`src/rtl/multicycle_datapath.sv`:
```
// Multicycle 8-bit datapath: PC/IR/MDR/R1/R2/ALUOut registers, a 4x8 register
// file, the ALU and N/Z flags. It executes one control word per clock edge.
module multicycle_datapath #(
  parameter int unsigned WIDTH = 8,
  parameter int unsigned NREGS = 4
) (
  input  logic             clock,
  input  logic             reset,
  input  logic             PCwrite,
  input  logic             MemRead,
  input  logic             MemWrite,
  input  logic             IRload,
  input  logic             R1Sel,
  input  logic             MDRload,
  input  logic             R1R2Load,
  input  logic             ALU1,
  input  logic [2:0]       ALU2,
  input  logic [2:0]       ALUop,
  input  logic             ALUOutWrite,
  input  logic             RFWrite,
  input  logic             RegIn,
  input  logic             FlagWrite,
  input  logic [WIDTH-1:0] mem_rdata,
  output logic [WIDTH-1:0] mem_addr,
  output logic [WIDTH-1:0] mem_wdata,
  output logic             mem_we,
  output logic             mem_re,
  output logic [3:0]       instr,
  output logic             N,
  output logic             Z,
  output logic [WIDTH-1:0] pc_out,
  output logic [WIDTH-1:0] ir_out
);

  localparam int unsigned RIDX_W = $clog2(NREGS);

  logic [WIDTH-1:0]  r_pc;
  logic [WIDTH-1:0]  r_ir;
  logic [WIDTH-1:0]  r_mdr;
  logic [WIDTH-1:0]  r_r1;
  logic [WIDTH-1:0]  r_r2;
  logic [WIDTH-1:0]  r_aluout;
  logic [WIDTH-1:0]  r_rf [NREGS];
  logic              r_n;
  logic              r_z;

  logic [RIDX_W-1:0] w_ra;
  logic [RIDX_W-1:0] w_rb;
  logic [RIDX_W-1:0] w_rd1;
  logic [WIDTH-1:0]  w_rf_wdata;
  logic [WIDTH-1:0]  w_alu_a;
  logic [WIDTH-1:0]  w_alu_b;
  logic [WIDTH-1:0]  w_alu_res;

  // Instruction field decode; ORI forces register 1 for both read and write
  assign w_ra       = r_ir[7:6];
  assign w_rb       = r_ir[5:4];
  assign w_rd1      = R1Sel ? RIDX_W'(1) : w_ra;
  assign w_rf_wdata = RegIn ? r_mdr : r_aluout;
  assign w_alu_a    = ALU1 ? r_r1 : r_pc;

  // ALU B operand select
  always_comb begin
    w_alu_b = '0;
    case (ALU2)
      3'b000:  w_alu_b = r_r2;
      3'b001:  w_alu_b = WIDTH'(1);
      3'b010:  w_alu_b = {{(WIDTH-4){r_ir[7]}}, r_ir[7:4]};
      3'b011:  w_alu_b = {{(WIDTH-5){1'b0}}, r_ir[7:3]};
      3'b100:  w_alu_b = {{(WIDTH-3){1'b0}}, r_ir[5:3]};
      default: w_alu_b = '0;
    endcase
  end

  // ALU operation; shift direction in B[2], amount in B[1:0]
  always_comb begin
    w_alu_res = '0;
    case (ALUop)
      3'b000:  w_alu_res = w_alu_a + w_alu_b;
      3'b001:  w_alu_res = w_alu_a - w_alu_b;
      3'b010:  w_alu_res = w_alu_a | w_alu_b;
      3'b011:  w_alu_res = ~(w_alu_a & w_alu_b);
      3'b100:  w_alu_res = w_alu_b[2] ? (w_alu_a >> w_alu_b[1:0])
                                      : (w_alu_a << w_alu_b[1:0]);
      default: w_alu_res = '0;
    endcase
  end

  // Datapath registers; every load samples pre-edge values
  always_ff @(posedge clock or posedge reset) begin
    if (reset) begin
      r_pc     <= '0;
      r_ir     <= '0;
      r_mdr    <= '0;
      r_r1     <= '0;
      r_r2     <= '0;
      r_aluout <= '0;
      r_n      <= 1'b0;
      r_z      <= 1'b0;
    end else begin
      if (PCwrite)     r_pc     <= w_alu_res;
      if (IRload)      r_ir     <= mem_rdata;
      if (MDRload)     r_mdr    <= mem_rdata;
      if (ALUOutWrite) r_aluout <= w_alu_res;
      if (R1R2Load) begin
        r_r1 <= r_rf[w_rd1];
        r_r2 <= r_rf[w_rb];
      end
      if (FlagWrite) begin
        r_n <= w_alu_res[WIDTH-1];
        r_z <= (w_alu_res == '0);
      end
    end
  end

  // Register file write; concurrent R1/R2 latch sees the old contents
  always_ff @(posedge clock or posedge reset) begin
    if (reset) begin
      r_rf <= '{default: '0};
    end else if (RFWrite) begin
      r_rf[w_rd1] <= w_rf_wdata;
    end
  end

  assign mem_addr  = IRload ? r_pc : r_r2;
  assign mem_wdata = r_r1;
  assign mem_we    = MemWrite;
  assign mem_re    = MemRead;
  assign instr     = r_ir[3:0];
  assign N         = r_n;
  assign Z         = r_z;
  assign pc_out    = r_pc;
  assign ir_out    = r_ir;

endmodule

```
`config.mk`:
```
export PLATFORM = sky130hd
export DESIGN_NAME = multicycle_datapath
export DESIGN_NICKNAME = d
export VERILOG_FILES = /design/src/rtl/multicycle_datapath.sv
export SDC_FILE = /design/constraint.sdc
export NUM_CORES = 1
export LEC_CHECK = 0
export BUFFER_PORTS_ARGS = -buffer_cell sky130_fd_sc_hd__buf_4
export CAP_MARGIN = 10
export CORE_MARGIN = 2
export CORE_UTILIZATION = 40
export DETAILED_ROUTE_END_ITERATION = 10
export SKIP_CTS_REPAIR_TIMING = 1
export SYNTH_ARGS = -nofsm -noshare
export SYNTH_HDL_FRONTEND = slang
export SYNTH_SLANG_ARGS = --single-unit
```
`constraint.sdc`:
```
create_clock -name clock -period 9.9 [get_ports clock]
set_input_delay 0.495 -clock clock [delete_from_list [all_inputs] [get_ports clock]]
set_output_delay 0.495 -clock clock [all_outputs]
set_load 0.03 [all_outputs]
```
==> results of run 1 <==
## kinds of logic (layout without fill, tap and decap cells)
logic type,after synthesis,in the layout,synth area share [%]
buf+inv,55,100,5.27
compound gates,138,138,16.9
simple gates,149,149,14.4
fa+ha+maj,12,12,2.99
flops,82,82,38.9
mux,88,88,19.7
xor+xnor,10,10,1.80
## final timing paths
| kind | from | end | slack (ps) | cells past startpoint |
|---|---|---|---|---|
| min in group asynchronous | reset | r_rf[20] | 470 | 3 |
| max | ir_out[4] | Z | 5060 | 15 |
| min | FlagWrite | N | 350 | 2 |
| min reg2reg | Z | Z | 500 | 1 |
| max reg2reg | ir_out[4] | Z | 5060 | 15 |
| max in group asynchronous | reset | r_rf[7] | 8750 | 3 |
## through the flow
step                      cells  cell area (um^2)  util [%]  worst slack, ps  power, W
after floorplan             534              5270         -             5870  0.000933
after CTS                   751              6110      48.0             5010   0.00150
final                       751              6110      48.0             5060   0.00150
after global placement      735              5780      45.4             5180   0.00112
after detailed placement    735              5780      45.4             4980   0.00113
after global routing        751              6110      48.0             4540   0.00159
## worst reg2reg max path, cell delays in order (launching register included)
cell	delay, ps
dfrtp_1	640
a32oi_1	560
nand2_1	450
inv_2	290
ha_1	200
nand2_1	60
o21ai_0	240
xor2_1	110
ha_1	360
o2111ai_1	170
a31o_2	270
or4b_2	630
mux2i_1	150
nor4_1	100
a31oi_1	320
a32o_1	220
## power by group through the flow
stage               combinational (W)  sequential, W  clock [W]
floorplan                    0.000409       0.000524          0
global placement             0.000608       0.000517          0
detailed placement           0.000611       0.000520          0
CTS                          0.000614       0.000514   0.000373
global route                 0.000671       0.000528   0.000388
finish                       0.000616       0.000514   0.000367
## cells in the final DEF (no fill, tap or decap), types with 9 or more instances in the layout
master,n
ha_1,11
mux2i_1,33
nor3_1,10
buf_4,68
inv_1,13
clkbuf_16,9
nand2_1,32
mux2_2,47
a21oi_1,51
dfrtp_1,82
o21ai_0,30
nor2_1,57
## sequential cells by signal, summed over array words and instances, names as in the netlist
| name | count |
|---|---|
| ir_out | 8 |
| r_r2 | 8 |
| pc_out | 8 |
| r_rf | 32 |
| N | 1 |
| r_aluout | 8 |
| r_mdr | 8 |
| Z | 1 |
| mem_wdata | 8 |
## final cells by class
type	count	area [um^2]	share of cell area, %
Sequential cell	82	2050	33.6
Multi-Input combinational cell	397	2940	48.1
Tap cell	172	215	3.52
Timing Repair Buffer	68	510	8.35
Clock buffer	12	256	4.20
Inverter	16	61.3	1.00
Clock inverter	4	73.8	1.21
## layer usage
metal / global-route usage (%) / share of wire, % / vias up
met5: 0 / 0 / -
met4: 4.84 / 1.2 / 0
met3: 4.10 / 5.2 / 11
met2: 35.7 / 47 / 140
met1: 30.9 / 46 / 2153
li1: - / - / 2030
==> reports/qor.csv, run 1 <==
metric;value;unit
status;completed;
largest net degree at the start of global routing;83;
Worst Skew;4.73;ps
Pleak;2.64;nW
sw power;0.000575;W
nets;614;
GRT Total Usage;22.1;%
Layout area overhead;15.9;%
Die ar.;14100;um^2
IO buf count;63;
DRT Wirelength;15.1;mm
Clk network pwr share;24.5;%
fmax;207;MHz
Final min period;4840;ps
worst-path cell chain;a32oi_1 > nand2_1 > inv_2 > ha_1 > nand2_1 > o21ai_0 > xor2_1 > ha_1 > o2111ai_1 > a31o_2 > or4b_2 > mux2i_1 > nor4_1 > a31oi_1 > a32o_1;
ys flop type;dfrtp_1;
total iterations of the first detailed-routing run;5;
Min-Delay Path Class;input port to register;
Comb pwr share;41.2;%
critical path class;register to register;
Seq cells post-synth;82;
Least-Margin Pin Slew;1060;ps
Max-Cap Viols;0;
GRT Residual Overflow;0;
sequential share of the synthesized area;38.9;%
share of layout cells above drive strength 1;26.9;%
# clock sinks;82;
Antenna Nets Post-Route;0;
Synth Net Count;574;
starting density of the core;41.4;%
first-pass GRT wire length;24.1;mm
Tcrit/Tclk final;48.9;%
Worst setup SP type;register;
initial antenna violation count;0;
final hold viol count;0;
sw frac;38.4;%
Flop pwr share;34.3;%
power per cell area;245;nW/um^2
WHS;348;ps
slowest CP cell;dfrtp_1;
Wirelength per Cell;20.1;um
Mapped Cells;534;
post-synth top area share;38.9;%
RSZ-0062 raised after global routing;false;
CP Buf/Inv Count;1;
CTS tree;yes;
cell area after synthesis;5270;um^2
Clock transition at path regs;60;ps
Final Max Slew Viols;0;
DRC;0;
crit-path max FO;14;
# rows;41;
Root Buffer;clkbuf_16;
DRT iter0 DRCs;288;
core box area;12700;um^2
CTS max path bufs;2;
Die X;119;um
number of synthesized flops with an enable pin;0;
CP arrival;5110;ps
Yosys top cell by area;dfrtp_1;
critical path's largest stage delay;640;ps
Worst EP required;10180;ps
Final Setup Violations;0;
setup_tns;0;ps
delay-heaviest family, CP;compound AO/OA/AOI/OAI gates;
IO Pins;68;
H-tree levels;3;
synthesis warning total;0;
Via density;5.77;
P_int;0.000922;W
post-DP HPWL;11.2;mm
max_slew headroom;29.2;%
insertion delay of the later-clocked pin in the worst-skew pair;340;ps
vias in the first global route;4149;
fill cell count;1251;
Final Wtd Congestion;0.924;
TritonCTS Buffers;9;
via count;4334;
commonest cells in the netlist;dfrtp_1 (82), nor2_1 (57), a21oi_1 (51);
Worst setup EP type;register;
Max rail drop VDD;0.126;mV
# diodes;0;
unique cell type count in the Yosys netlist;71;
synth top area cells;dfrtp_1 (39%), mux2_2 (10%), mux2i_1 (6.3%);
Die Y;119;um
ys async rst share;100;%
count leader, synth;dfrtp_1;
Syn Area/Cell;9.87;um^2
No activity file was read; power rests on OpenSTA's default activity.
==> run 2: changes to the inputs <==
- clock period: 9.9 -> 4.35 ns (I/O delays scaled with it)
==> reports/qor.csv, run 2 (synthesized netlist as in run 1, its figures left out) <==
metric;value;unit;change
status;completed;;
most common cell after layout, fill and taps aside;dfrtp_1;;
DRT iter0 DRCs;304;;+5.6%
max_slew headroom;26.3;%;-2.9 points
post-route setup slack;439;ps;-4620 ps
Worst setup EP type;register;;
Via density;5.76;;-0.14%
Die Y;119;um;unchanged
DRT Wirelength;15.4;mm;+2.2%
slowest CP cell;or4b_2;;
# diodes;0;;unchanged
P_int;0.00203;W;+120%
vias in the first global route;4271;;+2.9%
Crit. path cell count;16;;+1
CTS tree;yes;;
Die X;119;um;unchanged
IO Pins;68;;unchanged
sw frac;39.8;%;+1.5 points
final hold viol count;0;;unchanged
crit-path max FO;9;;-5
Max rail drop VDD;0.252;mV;+100%
setup_tns;0;ps;unchanged
Place WS;255;ps;-4730 ps
CP Buf/Inv Count;1;;unchanged
Final Max Slew Viols;0;;unchanged
Final Setup Violations;0;;unchanged
Wirelength per Cell;20.3;um;+1.1%
Final Wtd Congestion;0.898;;-2.8%
GRT Total Usage;22.4;%;+0.33 points
Antenna Nets Post-Route;0;;unchanged
WHS;6.63;ps;-341 ps
R2R setup slack;440;ps;-4620 ps
DRC;0;;unchanged
CP arrival;4190;ps;-920 ps
Clk network pwr share;23.2;%;-1.3 points
Die ar.;14100;um^2;unchanged
initial antenna violation count;0;;unchanged
max reg flops;32;;unchanged
largest net degree at the start of global routing;49;;-41%
RSZ-0062 raised after global routing;false;;
total iterations of the first detailed-routing run;5;;unchanged
GRT Residual Overflow;0;;unchanged
Worst EP required;4630;ps;-5550 ps
Comb pwr share;42.5;%;+1.3 points
# rows;41;;unchanged
Final min period;3910;ps;-927 ps
# clock sinks;82;;unchanged
via count;4374;;+0.92%
Tcrit/Tclk final;89.9;%;+41 points
Pleak;2.66;nW;+0.90%
H-tree levels;3;;unchanged
most flop-heavy register;r_rf;;
IO buf count;63;;unchanged
Layout area overhead;16.7;%;
TritonCTS Buffers;9;;unchanged
first-pass GRT wire length;24.6;mm;+2.1%
Worst setup SP type;register;;
worst-path cell chain;or2_1 > a32oi_1 > nand2_1 > inv_2 > ha_1 > nand2_1 > o21ai_0 > xor2_1 > ha_1 > o2111ai_1 > a31o_2 > or4b_2 > mux2i_1 > nor4_1 > a31oi_2 > a32o_1;;
fmax;256;MHz;+24%
critical path class;register to register;;
Max-Cap Viols;0;;unchanged
nets;622;;+1.3%
delay-heaviest family, CP;compound AO/OA/AOI/OAI gates;;
Min-Delay Path Class;input port to async pin;;
reg2reg end;Z;;
commonest cells after routing, fill and taps aside;dfrtp_1 (82), buf_4 (76), nor2_1 (57), a21oi_1 (51), mux2_2 (47);;
Clock transition at path regs;70;ps;about the same
post-DP HPWL;11.7;mm;+4.7%
insertion delay of the later-clocked pin in the worst-skew pair;340;ps;about the same
sw power;0.00135;W;+130%
Least-Margin Pin Slew;1100;ps;+43.5 ps
starting density of the core;41.4;%;unchanged
share of layout cells above drive strength 1;28.3;%;+1.3 points
critical path's largest stage delay;640;ps;about the same
Flop pwr share;34.4;%;about the same
power per cell area;549;nW/um^2;+120%
CTS max path bufs;2;;unchanged
Root Buffer;clkbuf_16;;
R2R depth;16;;+1
core box area;12700;um^2;unchanged
Worst Skew;11.9;ps;+7.20 ps
origin of the critical flop-to-flop path;r_r2[0];;
[run 2: cell type report]
cell class	instances	area [um^2]
multi-input cells	397	2950
well taps	172	215
clock buffers	9	225
repair buffers	76	571
fillers	1246	6570
inverters	16	61.3
clock inverters	7	81.3
flip-flops and latches	82	2050
[run 2: how the worst max path moves through the flow]
stage	start	to	slack (ps)
5_1_grt	r_r2[0]	Z	120
3_5_place_dp	ALU2[2]	Z	250
3_3_place_gp	ALU2[0]	Z	410
6_report	r_r2[0]	Z	440
2_1_floorplan	ir_out[5]	Z	330
4_1_cts	r_r2[0]	Z	300
[run 2: power by group through the flow]
stage / clock network, W / logic (W) / registers, W
floorplan: 0 / 0.000931 / 0.00119
global placement: 0 / 0.00140 / 0.00117
detailed placement: 0 / 0.00142 / 0.00118
CTS: 0.000799 / 0.00143 / 0.00116
global route: 0.000836 / 0.00156 / 0.00119
finish: 0.000783 / 0.00144 / 0.00116
[run 2: worst reg2reg max path: stages (launching register included)]
cell and delay (ps):
dfrtp_1 390, or2_1 220, a32oi_1 220, nand2_1 130, inv_2 180, ha_1 190
nand2_1 60, o21ai_0 220, xor2_1 100, ha_1 360, o2111ai_1 160, a31o_2 270
or4b_2 640, mux2i_1 140, nor4_1 70, a31oi_2 290, a32o_1 210
[run 2: per-stage QoR]
step / total power [W] / std cells / cell area (um^2) / util [%]
6_report: 0.00338 / 759 / 6150 / 48.4
2_1_floorplan: 0.00212 / 534 / 5270 / -
3_5_place_dp: 0.00260 / 743 / 5840 / 45.9
3_3_place_gp: 0.00257 / 743 / 5840 / 45.9
5_1_grt: 0.00358 / 759 / 6150 / 48.4
4_1_cts: 0.00339 / 759 / 6150 / 48.3
[run 2: per-layer routing]
layer	GRT usage (%)	vias up	routed length, um
li1	-	2047	-
met3	3.96	24	879
met5	0	-	0
met2	34.7	161	6990
met4	6.18	0	338
met1	32.3	2142	7230
